==> src/rtl/bcd_updown_counter_ndigit.sv <==
// Cascaded N-digit BCD up/down counter with clear, load,
// wrap or saturate at the boundary, and one-cycle wrap pulses.
module bcd_updown_counter_ndigit #(
    parameter int DIGITS   = 4,
    parameter bit SATURATE = 1'b0
) (
    input  logic                clk,
    input  logic                reset_p,
    input  logic                enable,
    input  logic                sel,
    input  logic                clear,
    input  logic                load,
    input  logic [4*DIGITS-1:0] load_value,
    output logic [4*DIGITS-1:0] count,
    output logic                carry_out,
    output logic                borrow_out,
    output logic                at_max,
    output logic                at_min
);

    localparam int W = 4 * DIGITS;

    logic [W-1:0]      step_val;
    logic [W-1:0]      load_sat;
    logic [DIGITS:0]   rip;
    logic [DIGITS-1:0] dig_max;
    logic [DIGITS-1:0] dig_min;
    logic              wrap;
    logic              hold_wrap;

    // rip[i] is the carry/borrow arriving at digit i; rip[DIGITS]
    // means every digit rolled over, i.e. the whole counter wraps.
    always_comb begin
        rip      = '0;
        rip[0]   = 1'b1;
        step_val = count;
        load_sat = load_value;
        dig_max  = '0;
        dig_min  = '0;
        for (int i = 0; i < DIGITS; i++) begin
            dig_max[i] = (count[4*i +: 4] == 4'd9);
            dig_min[i] = (count[4*i +: 4] == 4'd0);
            if (load_value[4*i +: 4] > 4'd9) begin
                load_sat[4*i +: 4] = 4'd9;
            end
            if (rip[i]) begin
                if (!sel) begin
                    step_val[4*i +: 4] = dig_max[i] ? 4'd0
                                       : count[4*i +: 4] + 4'd1;
                end else begin
                    step_val[4*i +: 4] = dig_min[i] ? 4'd9
                                       : count[4*i +: 4] - 4'd1;
                end
            end
            rip[i+1] = rip[i] & (sel ? dig_min[i] : dig_max[i]);
        end
    end

    assign wrap      = rip[DIGITS];
    assign hold_wrap = wrap & SATURATE;
    assign at_max    = &dig_max;
    assign at_min    = &dig_min;

    always_ff @(posedge clk or posedge reset_p) begin
        if (reset_p) begin
            count      <= '0;
            carry_out  <= 1'b0;
            borrow_out <= 1'b0;
        end else begin
            carry_out  <= 1'b0;
            borrow_out <= 1'b0;
            if (clear) begin
                count <= '0;
            end else if (load) begin
                count <= load_sat;
            end else if (enable && !hold_wrap) begin
                count      <= step_val;
                carry_out  <= wrap & ~sel;
                borrow_out <= wrap & sel;
            end
        end
    end

endmodule

==> config.mk <==
export PLATFORM = sky130hd
export DESIGN_NAME = bcd_updown_counter_ndigit
export DESIGN_NICKNAME = d
export VERILOG_FILES = /design/src/rtl/bcd_updown_counter_ndigit.sv
export SDC_FILE = /design/constraint.sdc
export NUM_CORES = 1
export LEC_CHECK = 0
export BUFFER_PORTS_ARGS = -buffer_cell sky130_fd_sc_hd__buf_4
export CORE_MARGIN = 2
export CORE_UTILIZATION = 49
export CTS_CLUSTER_SIZE = 16
export DETAILED_ROUTE_END_ITERATION = 6
export PLACE_DENSITY = 0.73
export SLEW_MARGIN = 5
export SYNTH_ARGS = -nofsm -noshare
export SYNTH_HDL_FRONTEND = slang
export SYNTH_SLANG_ARGS = --single-unit
==> constraint.sdc <==
create_clock -name clk -period 1.75 [get_ports clk]
set_clock_uncertainty 0.2 [all_clocks]
set_input_delay 0.175 -clock clk [delete_from_list [all_inputs] [get_ports clk]]
set_output_delay 0.175 -clock clk [all_outputs]
set_load 0.02 [all_outputs]
## After elaboration in Yosys (flattened, before gate mapping)

Index checks and enable logic that the tools add are counted.

| cells by class | value |
|---|---|
| add/sub/neg operators | 8 |
| $lt $le $gt $ge | 4 |
| equal/unequal tests | 4 |
| mux-type cells | 32 |
| bitwise logic cells | 6 |
| reduce and logical (&&, ||, !) cells | 13 |

Operators with widths:

| operator | count |
|---|---|
| $mux W4 | 19 |
| $mux W16 | 3 |
| $add A4 B1 Y4 const B | 4 |
| $eq A4 B4 Y1 const B | 4 |
| $gt A4 B4 Y1 const B | 4 |
| $logic_not A4 Y1 | 4 |
| $sub A4 B1 Y4 const B | 4 |
| $reduce_bool A3 Y1 | 4 |
| $mux W1 | 10 |
| $reduce_and A4 Y1 | 2 |
| $reduce_and A2 Y1 | 3 |
| $and A1 B1 Y1 | 5 |
| $not A1 Y1 | 1 |

| storage, ports and cells | value |
|---|---|
| flip-flop bits (word level) | 18 |
| input bits | 22 |
| output and inout port bits | 20 |
| logic and storage cells | 73 |

## Logic depth before layout (Yosys ltp)

Gate-level depths: netlist of the first run.

| logic depth | value |
|---|---|
| depth in word-level cells | 9 |
| depth in mapped cells | 7 |
| mapped depth without buffers | 6 |

## Least setup slack after synthesis of the first run

No wires, ideal clock.

| path | value |
|---|---|
| kind | flip-flop to flip-flop |
| start | reg count[0] |
| end | reg count[12] |
| setup time | 120 ps |
| arrival | 1763 ps |
| setup slack | -333 ps |
| cell stages (with the launch flop) | 7 |
| path buffers | 0 |
| period minus slack after synthesis | 2083 ps |
| cells stage by stage | dfrtp_1 inv_1 ha_1 and3b_1 o211a_1 a211o_1 and3_1 |

| between the ends | value |
|---|---|
| word-level cells in the longest chain between the ends | 6 |
| elaborated cells on any way between the ends | 7 |
| classes of those cells | eq/ne: 1; mux: 1; bitwise: 2; reduce/logical: 3 |

Ends and longest elaborated chain:

| item | RTL line | RTL |
|---|---|---|
| start, declared | 14 | `output logic [4*DIGITS-1:0] count,` |
| start signal, assigned | 75 | `count <= load_sat;` |
| start signal, assigned | 77 | `count <= step_val;` |
| $eq A4 B4 Y1 / $logic_not A4 Y1 (equally long branches) | 41, 42 |  |
| $mux W1 * | 55 | `rip[i+1] = rip[i] & (sel ? dig_min[i] : dig_max[i]);` |
| $and A1 B1 Y1 * (2 in a row) | 55 |  |
| $reduce_bool A3 Y1 (no source line) * | n/a |  |
| $reduce_and A2 Y1 (no source line) * | n/a |  |

Every way passes the cells marked *; elsewhere a longest branch is shown, timed or not.
A chain may end at the register's enable or synchronous reset.

## Worst setup path after layout of the first run

| path | value |
|---|---|
| start | reg count[4] |
| end | reg count[11] |

| between the ends | value |
|---|---|
| word-level cells in the longest chain between the ends | 5 |
| elaborated cells on any way between the ends | 6 |
| classes of those cells | eq/ne: 1; mux: 1; bitwise: 1; reduce/logical: 3 |

Ends and longest elaborated chain:

| item | RTL line |
|---|---|
| $eq A4 B4 Y1 / $logic_not A4 Y1 (equally long branches) | 41, 42 |
| $mux W1 * | 55 |
| $and A1 B1 Y1 * | 55 |
| $reduce_bool A3 Y1 (no source line) * | n/a |
| $reduce_and A2 Y1 (no source line) * | n/a |

Marks and branches as above.

==> results.cfg, run 1 <==
[timing]
min_period_ns = 1.91
worst_slack_ns = -0.165
maxSlewHeadroom_pct = 61.8
rsz0062_at_grt = true
fmax_mhz = 522
fin_crit_sh_pct = 109
hold_violations = 1
worst_pin_slew_ns = 0.573
slew_viol_final = 0
hold-worst-slack_ns = -0.00297
finalSetupViolCount = 16

[critical_path]
arrival_ns = 1.88
r2r_end = count[11]
cp-end-kind = register
worstPathRequired_ns = 1.71
crit_fanout = 4
timing.rr.start = count[4]
worst_setup_path_start_kind = register
rrSetupSlack_ns = -0.16
r2r_cells = 4
crit_type = reg -> reg

[worst_hold_path]
worstHoldEndpoint = count[2]
whs_path_depth = 3
hold_start = load_value[2]
hold_path.class = in -> reg

[cells_and_area]
synthToLayoutAreaGrowth_pct = 57.1
nets = 343
final_area_sq_um = 2930
drive_gt1_share_pct = 48.2
layout_commonest_cell = buf_4
final_util_pct = 80.0
fillerInstances = 240
n_antenna_cell = 0
final_cell_mix = buf_4, inv_1, nor2_1, nand2_1, dfrtp_1

[clock_network]
cts_tree = yes
clockBufferDepth = 2
cts_inserted_buffers = 3
cts_root_buf = clkbuf_8
clkSinkCount = 18
cts.clk_slew.worst_paths_ns = 0.08
cts-htree-levels = 1
clkLatencyLatePin_ns = 0.26

[route]
finalWirelength_mm = 6.09
first_iter_violations = 198
ant_nets = 0
dr_total_vias = 2192
drcViolationCount = 0
wl_per_cell_um = 16.9
dr.pass1.iters = 4
viasPerCell = 6.07

[global_routing]
grt_max_degree = 19
antenna_found_initial = 0
grt-ovfl-total = 0
grt_pass1_vias = 1989
track_usage_pct = 27.3
grt_pass1_wl_mm = 9.16

[place]
io_buffers = 41
dpl-instance-area_sq_um = 2530
gp_congestion = 0.893
hpwl_mm = 4.14

[yosys]
synth_area_leader_cell = dfrtp_1
synth_edf_count = 0
async_flop_share_pct = 100
netlist_top_cells_area = dfrtp_1, ha_1, nor2b_1
ys_types = 58
synth-main-ff-cell = dfrtp_1
synth_fp_nets = 259
synth_warnings = 0
ys_seq_elements = 18
netlist_area_sq_um = 1870
yosysTopAreaCellShare_pct = 24.1
synth_cells = 230
syn_area_per_cell_sq_um = 8.11
synth_seq_area_share_pct = 24.1

[die]
pin_count = 42
core_sq_um = 3660
die_x_um = 65.7
die_y_um = 65.7
std_cell_rows = 22
dieArea_sq_um = 4320
initial_utilization_pct = 51.0

[flow_run]
drv_cap = 0

[status]
outcome = complete, but fails checks
violations = hold timing, setup timing

[power_and_ir_drop]
ir_drop_v = 0.000334
leakage_nw = 1.27
finalPower_mw = 1.52
p_per_area_nw_per_um2 = 519
[synthesized netlist by cell type (3+ instances only)]
master	count
nor4_1	3
o31ai_1	3
a31oi_1	5
nor4b_1	3
buf_2	9
and3b_1	5
nand4_1	3
nor3b_1	5
or2_2	3
clkbuf_1	9
o211ai_1	6
inv_1	16
a311oi_1	3
o21ai_0	9
dfrtp_1	18
nor2_1	12
nand3b_1	6
a21oi_1	9
nand2b_1	9
o21a_1	4
nor3_1	4
nor2b_1	10
and4_1	5
a221oi_1	4
and3_1	3
nand3_1	3
o32ai_1	3
a211o_1	3
xnor2_1	3
o2111ai_1	3
ha_1	7
nand2_1	11
[sequential cells by signal (all words and copies together), names as in the netlist]
name and count:
count 16, borrow_out 1, carry_out 1
[logic make-up (layout without fill, tap and decap cells)]
logic type,after synthesis,after routing,share of synthesized area (%)
AOI/OAI and AO/OA,71,71,28.8
buffers and inverters,35,118,8.05
and+or+nand+nor,94,94,31.9
adders and majority gates,7,7,4.69
xor gates and xnor gates,5,5,2.35
DFF,18,18,24.1
[per-layer routing]
metal | GRT usage [%] | wire (um) | vias up
li1 | - | - | 1048
met2 | 47.0 | 3050 | 85
met4 | 8.07 | 104 | 0
met1 | 36.5 | 2590 | 1047
met3 | 1.88 | 341 | 12
met5 | 0 | 0 | -
[worst max-delay path by stage]
stage,endpoint,startpoint,cells past startpoint,slack (ns)
2_1_floorplan,count[7],count[1],6,-0.12
3_3_place_gp,count[14],count[9],4,-0.09
3_5_place_dp,count[11],count[4],4,-0.13
4_1_cts,count[11],count[4],4,-0.15
5_1_grt,count[11],count[4],5,-0.22
6_report,count[11],count[4],4,-0.16
[worst max-delay path, stage by stage (launching register included)]
cell and delay (ns):
dfrtp_2 0.41, or3b_4 0.43, a221oi_4 0.36, nand4_1 0.16, a311oi_2 0.27
[area by class of cell]
type	instances	area, sq um	share of cell area (%)
Multi-Input combinational cell	177	1520	51.8
Timing Repair Buffer	98	773	26.4
Sequential cell	18	460	15.7
Inverter	16	62.6	2.13
Tap cell	48	60.1	2.05
Clock buffer	4	55.1	1.88
[through the flow]
stage	cells	worst slack, ns	TNS [ns]
finish	361	-0.165	-1.60
global placement	341	-0.0898	-0.616
floorplan	230	-0.125	-0.864
global route	361	-0.217	-2.86
detailed placement	341	-0.130	-0.799
CTS	357	-0.148	-1.23
[power breakdown]
part           internal [mW]  leakage (nW)  switching (mW)  total (mW)
sequential             0.441         0.228          0.0358       0.477
combinational          0.346          1.02           0.338       0.684
clock                  0.200        0.0288           0.160       0.360
[what timing repair did]
item | 4_1_cts | 5_1_grt
setup endpoints to repair | 17 | 18
gates resized for setup | 20 | 30
pin swaps | 9 | 15
endpoints found under the hold margin | 23 | 0
hold buffers | 6 | 0
setup buffers | 6 | 4
Power figures use the tool's default switching activity.
==> run 2, diff against run 1 <==
--- a/config.mk
+++ b/config.mk
@@ -7,11 +7,10 @@
 export LEC_CHECK = 0
 export BUFFER_PORTS_ARGS = -buffer_cell sky130_fd_sc_hd__buf_4
 export CORE_MARGIN = 2
-export CORE_UTILIZATION = 49
+export CORE_UTILIZATION = 40
 export CTS_CLUSTER_SIZE = 16
 export DETAILED_ROUTE_END_ITERATION = 6
-export PLACE_DENSITY = 0.73
-export SLEW_MARGIN = 5
+export PLACE_DENSITY = 0.61
 export SYNTH_ARGS = -nofsm -noshare
 export SYNTH_HDL_FRONTEND = slang
 export SYNTH_SLANG_ARGS = --single-unit
==> run 2 against run 1 <==
The run ends with setup timing left. Via count is 3.6% lower. Worst hold slack improved by 0.016 ns. Sequential share of layout area rose by 0.17 points. Register-to-register slack got worse by 0.02 ns. Critical path depth stayed put. Flip-flop and latch count unchanged. First-iteration DRC count rose by 17%. Design area fell by 0.51%. Worst setup slack worse by 0.041 ns. Maximum frequency shrank 2.1%. Highest routed layer unchanged.
==> results.cfg, run 2 (synthesis gave the netlist of run 1 again) <==
[status]
outcome = complete, but fails checks
violations = setup timing

[global_routing]
track_usage_pct = 22.9
grt-ovfl-total = 0
top_usage_layer = met2
use_met3_pct = 3.19
grt_max_degree = 19
antenna_found_initial = 0
use_met1_pct = 30.2
grt_pass1_vias = 2012
grt_use_met2_pct = 38.5
grt_pass1_wl_mm = 9.47

[critical_path]
r2r_cells = 6
cp-startpoint = count[6]
arrival_ns = 1.58
cpPeakStageDelay_ns = 0.46
crit_fanout = 6
worst_setup_path_start_kind = register
r2r_end = count[11]
rrSetupSlack_ns = -0.18
worstPathRequired_ns = 1.37
cp-end-kind = output pin
path_cells = nor4_4 -> buf_4 -> and4_4 -> buf_6
crit_slowest_cell = dfrtp_2
timing.rr.start = count[1]
worstSetupEndpoint = at_min
crit_type = reg -> out

[place]
dpl-instance-area_sq_um = 2520
io_buffers = 41
hpwl_mm = 4.31
dp_cells = 344
gp_congestion = 0.856

[worst_hold_path]
hold_path.class = in -> reg
whs_path_depth = 3

[die]
std_cell_rows = 24
dieArea_sq_um = 5230
die_x_um = 72.3
pin_count = 42
initial_utilization_pct = 42.3
core_sq_um = 4410
die_y_um = 72.3

[cells_and_area]
largest_register = count
largest_register_ffs = 16
synthToLayoutAreaGrowth_pct = 56.3
fillerInstances = 370
drive_gt1_share_pct = 47.6
seq_area_sq_um = 463
n_antenna_cell = 0
nets = 343
final_cell_mix = buf_4, inv_1, nor2_1, nand2_1
multi_input_area_sq_um = 1500
final_area_sq_um = 2920
finalNonFillerCells = 365
layout_commonest_cell = buf_4
top_regs = count x16, borrow_out x1, carry_out x1

[clock_network]
clkLatencyLatePin_ns = 0.26
cts-htree-levels = 1
cts.clk_slew.worst_paths_ns = 0.07
clkSinkCount = 18
cts_tree = yes
cts_root_buf = clkbuf_8
cts_inserted_buffers = 3
clockBufferDepth = 2

[timing]
fmax_mhz = 511
maxSlewHeadroom_pct = 64.3
worst_pin_slew_ns = 0.536
rsz0062_at_grt = true
hold_violations = 0
worst_slack_ns = -0.206
fin_crit_sh_pct = 112
finalSetupTns_ns = -1.54
slew_viol_final = 0
min_period_ns = 1.96
finalSetupViolCount = 15

[power_and_ir_drop]
leakage_nw = 1.28
ir_drop_v = 0.000344
p_per_area_nw_per_um2 = 500

[route]
viasPerCell = 5.79
first_iter_violations = 232
dr.pass1.iters = 4
finalWirelength_mm = 5.99
dr_total_vias = 2113
wl_per_cell_um = 16.4
drcViolationCount = 0
ant_nets = 0

[flow_run]
drv_cap = 0
==> run 2: critical path: cells and delay by family (launching register included) <==
kind          cells  cell delay, ns
buf+inv           2            0.28
simple gates      2            0.56
flops             1            0.46
==> run 2: how the worst min path moves through the flow <==
stage                        from         end  slack [ns]
floorplan                 reset_p  borrow_out       -0.09
finish              load_value[7]    count[7]        0.01
global placement          reset_p   count[10]        0.02
detailed placement        reset_p   count[10]        0.04
global route        load_value[2]    count[2]        0.02
CTS                 load_value[2]    count[2]      0.0003
==> run 2: report_power, final <==
group          internal [mW]  leakage (nW)  switching [mW]
combinational          0.338          1.03           0.328
sequential             0.442         0.225          0.0368
clock                  0.162        0.0228           0.150
total                  0.942          1.28           0.514
==> run 2: stage by stage <==
| step | util [%] | power, mW | setup WS (ns) | hold WS [ns] |
|---|---|---|---|---|
| global route | 66.0 | 1.54 | -0.277 | 0.0200 |
| finish | 66.0 | 1.46 | -0.206 | 0.0134 |
| floorplan | - | 0.816 | -0.125 | -0.0869 |
| global placement | 57.2 | 1.04 | -0.0867 | 0.0238 |
| CTS | 62.7 | 1.40 | -0.161 | 0.000332 |
| detailed placement | 57.2 | 1.04 | -0.139 | 0.0360 |
==> run 2: metal layers <==
layer  share of wire (%)  wire [um]
met1                  44       2650
met2                  51       3030
met3                 3.5        207
met4                 1.7        104
met5                   0          0
==> run 2: timing repair <==
item,CTS,global route
endpoints found under the setup margin,15,18
hold buffers,6,0
pin swaps,9,18
endpoints found under the hold margin,23,0
resized for setup,24,23
setup buffers,6,5
==> run 2: final cells by class <==
class                   count  area share (%)
clock buffers               4            1.55
inverters                  16            2.15
multi-input cells         177            51.5
flip-flops and latches     18            15.9
well taps                  52            2.23
repair buffers             98            26.7
==> run 3, diff against run 2 <==
--- a/config.mk
+++ b/config.mk
@@ -6,11 +6,14 @@
 export NUM_CORES = 1
 export LEC_CHECK = 0
 export BUFFER_PORTS_ARGS = -buffer_cell sky130_fd_sc_hd__buf_4
+export CAP_MARGIN = 20
 export CORE_MARGIN = 2
 export CORE_UTILIZATION = 40
 export CTS_CLUSTER_SIZE = 16
 export DETAILED_ROUTE_END_ITERATION = 6
+export GPL_ROUTABILITY_DRIVEN = 0
 export PLACE_DENSITY = 0.61
+export REMOVE_ABC_BUFFERS = 1
 export SYNTH_ARGS = -nofsm -noshare
 export SYNTH_HDL_FRONTEND = slang
 export SYNTH_SLANG_ARGS = --single-unit
==> run 3 against run 2 <==
The run still ends with setup timing left. Worst setup slack lost 0.0033 ns. Wire length grew 2.1%. Critical path depth grew 2. Sequential power shrank 1%. Clock power grew 17%. Critical endpoint is now at_max. Design area grew 3.8%. Flip-flop and latch count is the same. Core utilization grew 2.5 points.
==> results.cfg, run 3 (synthesis gave the netlist of run 1 again) <==
[status]
outcome = complete, but fails checks
violations = setup timing

[global_routing]
grt_pass1_vias = 2090
grt-ovfl-total = 0
antenna_found_initial = 0
grt_max_degree = 19
grt_pass1_wl_mm = 9.95
track_usage_pct = 24.0

[timing]
fmax_mhz = 510
worst_pin_slew_ns = 0.388
worst_slack_ns = -0.209
maxSlewHeadroom_pct = 74.2
finalSetupViolCount = 19
rsz0062_at_grt = true
min_period_ns = 1.96
slew_viol_final = 0
hold_violations = 0
fin_crit_sh_pct = 112

[critical_path]
worstPathRequired_ns = 1.37
crit_fanout = 3
worst_setup_path_start_kind = register
arrival_ns = 1.58
crit_type = reg -> out
cp-end-kind = output pin

[route]
finalWirelength_mm = 6.12
dr.pass1.iters = 4
ant_nets = 0
drcViolationCount = 0
viasPerCell = 5.75
first_iter_violations = 83
wl_per_cell_um = 16.4
dr_total_vias = 2152

[place]
hpwl_mm = 4.29
dp_cells = 350
dpl-instance-area_sq_um = 2510
place_ws_ns = -0.279
io_buffers = 41

[worst_hold_path]
hold_path.class = in -> reg

[die]
die_y_um = 72.3
dieArea_sq_um = 5230
die_x_um = 72.3
pin_count = 42
std_cell_rows = 24
initial_utilization_pct = 42.3
core_sq_um = 4410

[cells_and_area]
n_antenna_cell = 0
final_cell_mix = buf_4, dfrtp_1, inv_1, nor2_1, buf_6
final_area_sq_um = 3030
top_regs = count x16, borrow_out x1, carry_out x1
drive_gt1_share_pct = 46.6
largest_register = count
nets = 352
finalNonFillerCells = 374
synthToLayoutAreaGrowth_pct = 62.2
largest_register_ffs = 16
layout_commonest_cell = buf_4

[clock_network]
cts_tree = yes
cts-htree-levels = 1
cts_root_buf = clkbuf_8
cts_inserted_buffers = 3
clkSinkCount = 18
clkLatencyLatePin_ns = 0.26
cts.clk_slew.worst_paths_ns = 0.08
clockBufferDepth = 2

[flow_run]
drv_cap = 0

[power_and_ir_drop]
finalPower_mw = 1.55
p_per_area_nw_per_um2 = 514
ir_drop_v = 0.000295
leakage_nw = 1.34
run 3: power by group:
group,total (mW),leakage (nW),internal (mW),switching (mW)
registers,0.473,0.237,0.439,0.0337
clock network,0.364,0.0288,0.201,0.164
logic,0.717,1.08,0.370,0.347
run 3: what timing repair did:
item                                   4_1_cts  5_1_grt
hold buffers                                 7        0
endpoints found under the hold margin       23        0
buffers inserted                             5        9
resized for setup                           35       32
setup endpoints to repair                   18       20
pin swaps                                   19       20
run 3: metal layers:
layer / track usage, % / vias to the layer above / part of all wire [%]
met1: 34.2 / 1019 / 46
met4: 6.92 / 0 / 1.3
met3: 3.06 / 9 / 5.1
met5: 0 / - / 0
li1: - / 1063 / -
met2: 38.1 / 61 / 48
run 3: layout make-up:
type | instances | area [sq um]
Sequential cell | 18 | 452
Timing Repair Buffer | 107 | 878
Fill cell | 356 | 1390
Tap cell | 52 | 65.1
Multi-Input combinational cell | 177 | 1520
Inverter | 16 | 60.1
Clock buffer | 4 | 55.1
run 3: worst max-delay path, cell delays in order (launching register included):
cell and delay (ns):
dfrtp_1 0.40, buf_6 0.13, ha_4 0.16, buf_6 0.12, and3b_2 0.22, and4_1 0.16, buf_6 0.13
run 3: stage by stage:
step           hold WS (ns)  util, %  TNS (ns)
6_report            0.00649     68.6     -1.93
3_3_place_gp         0.0215     56.8     -1.73
4_1_cts             0.00736     63.6     -1.68
3_5_place_dp         0.0268     56.8     -2.30
5_1_grt              0.0137     68.6     -3.30
2_1_floorplan       -0.0864        -     -3.24
run 3: final timing paths:
path,cells past startpoint,start,endpoint,slack [ns]
max in group asynchronous,4,reset_p,count[5],0.81
hold reg to reg,3,count[7],count[7],0.54
setup reg to reg,7,count[1],count[10],-0.14
hold / removal,3,load_value[2],count[2],0.006
setup / recovery,6,count[0],at_max,-0.21
min in group asynchronous,4,reset_p,carry_out,0.31
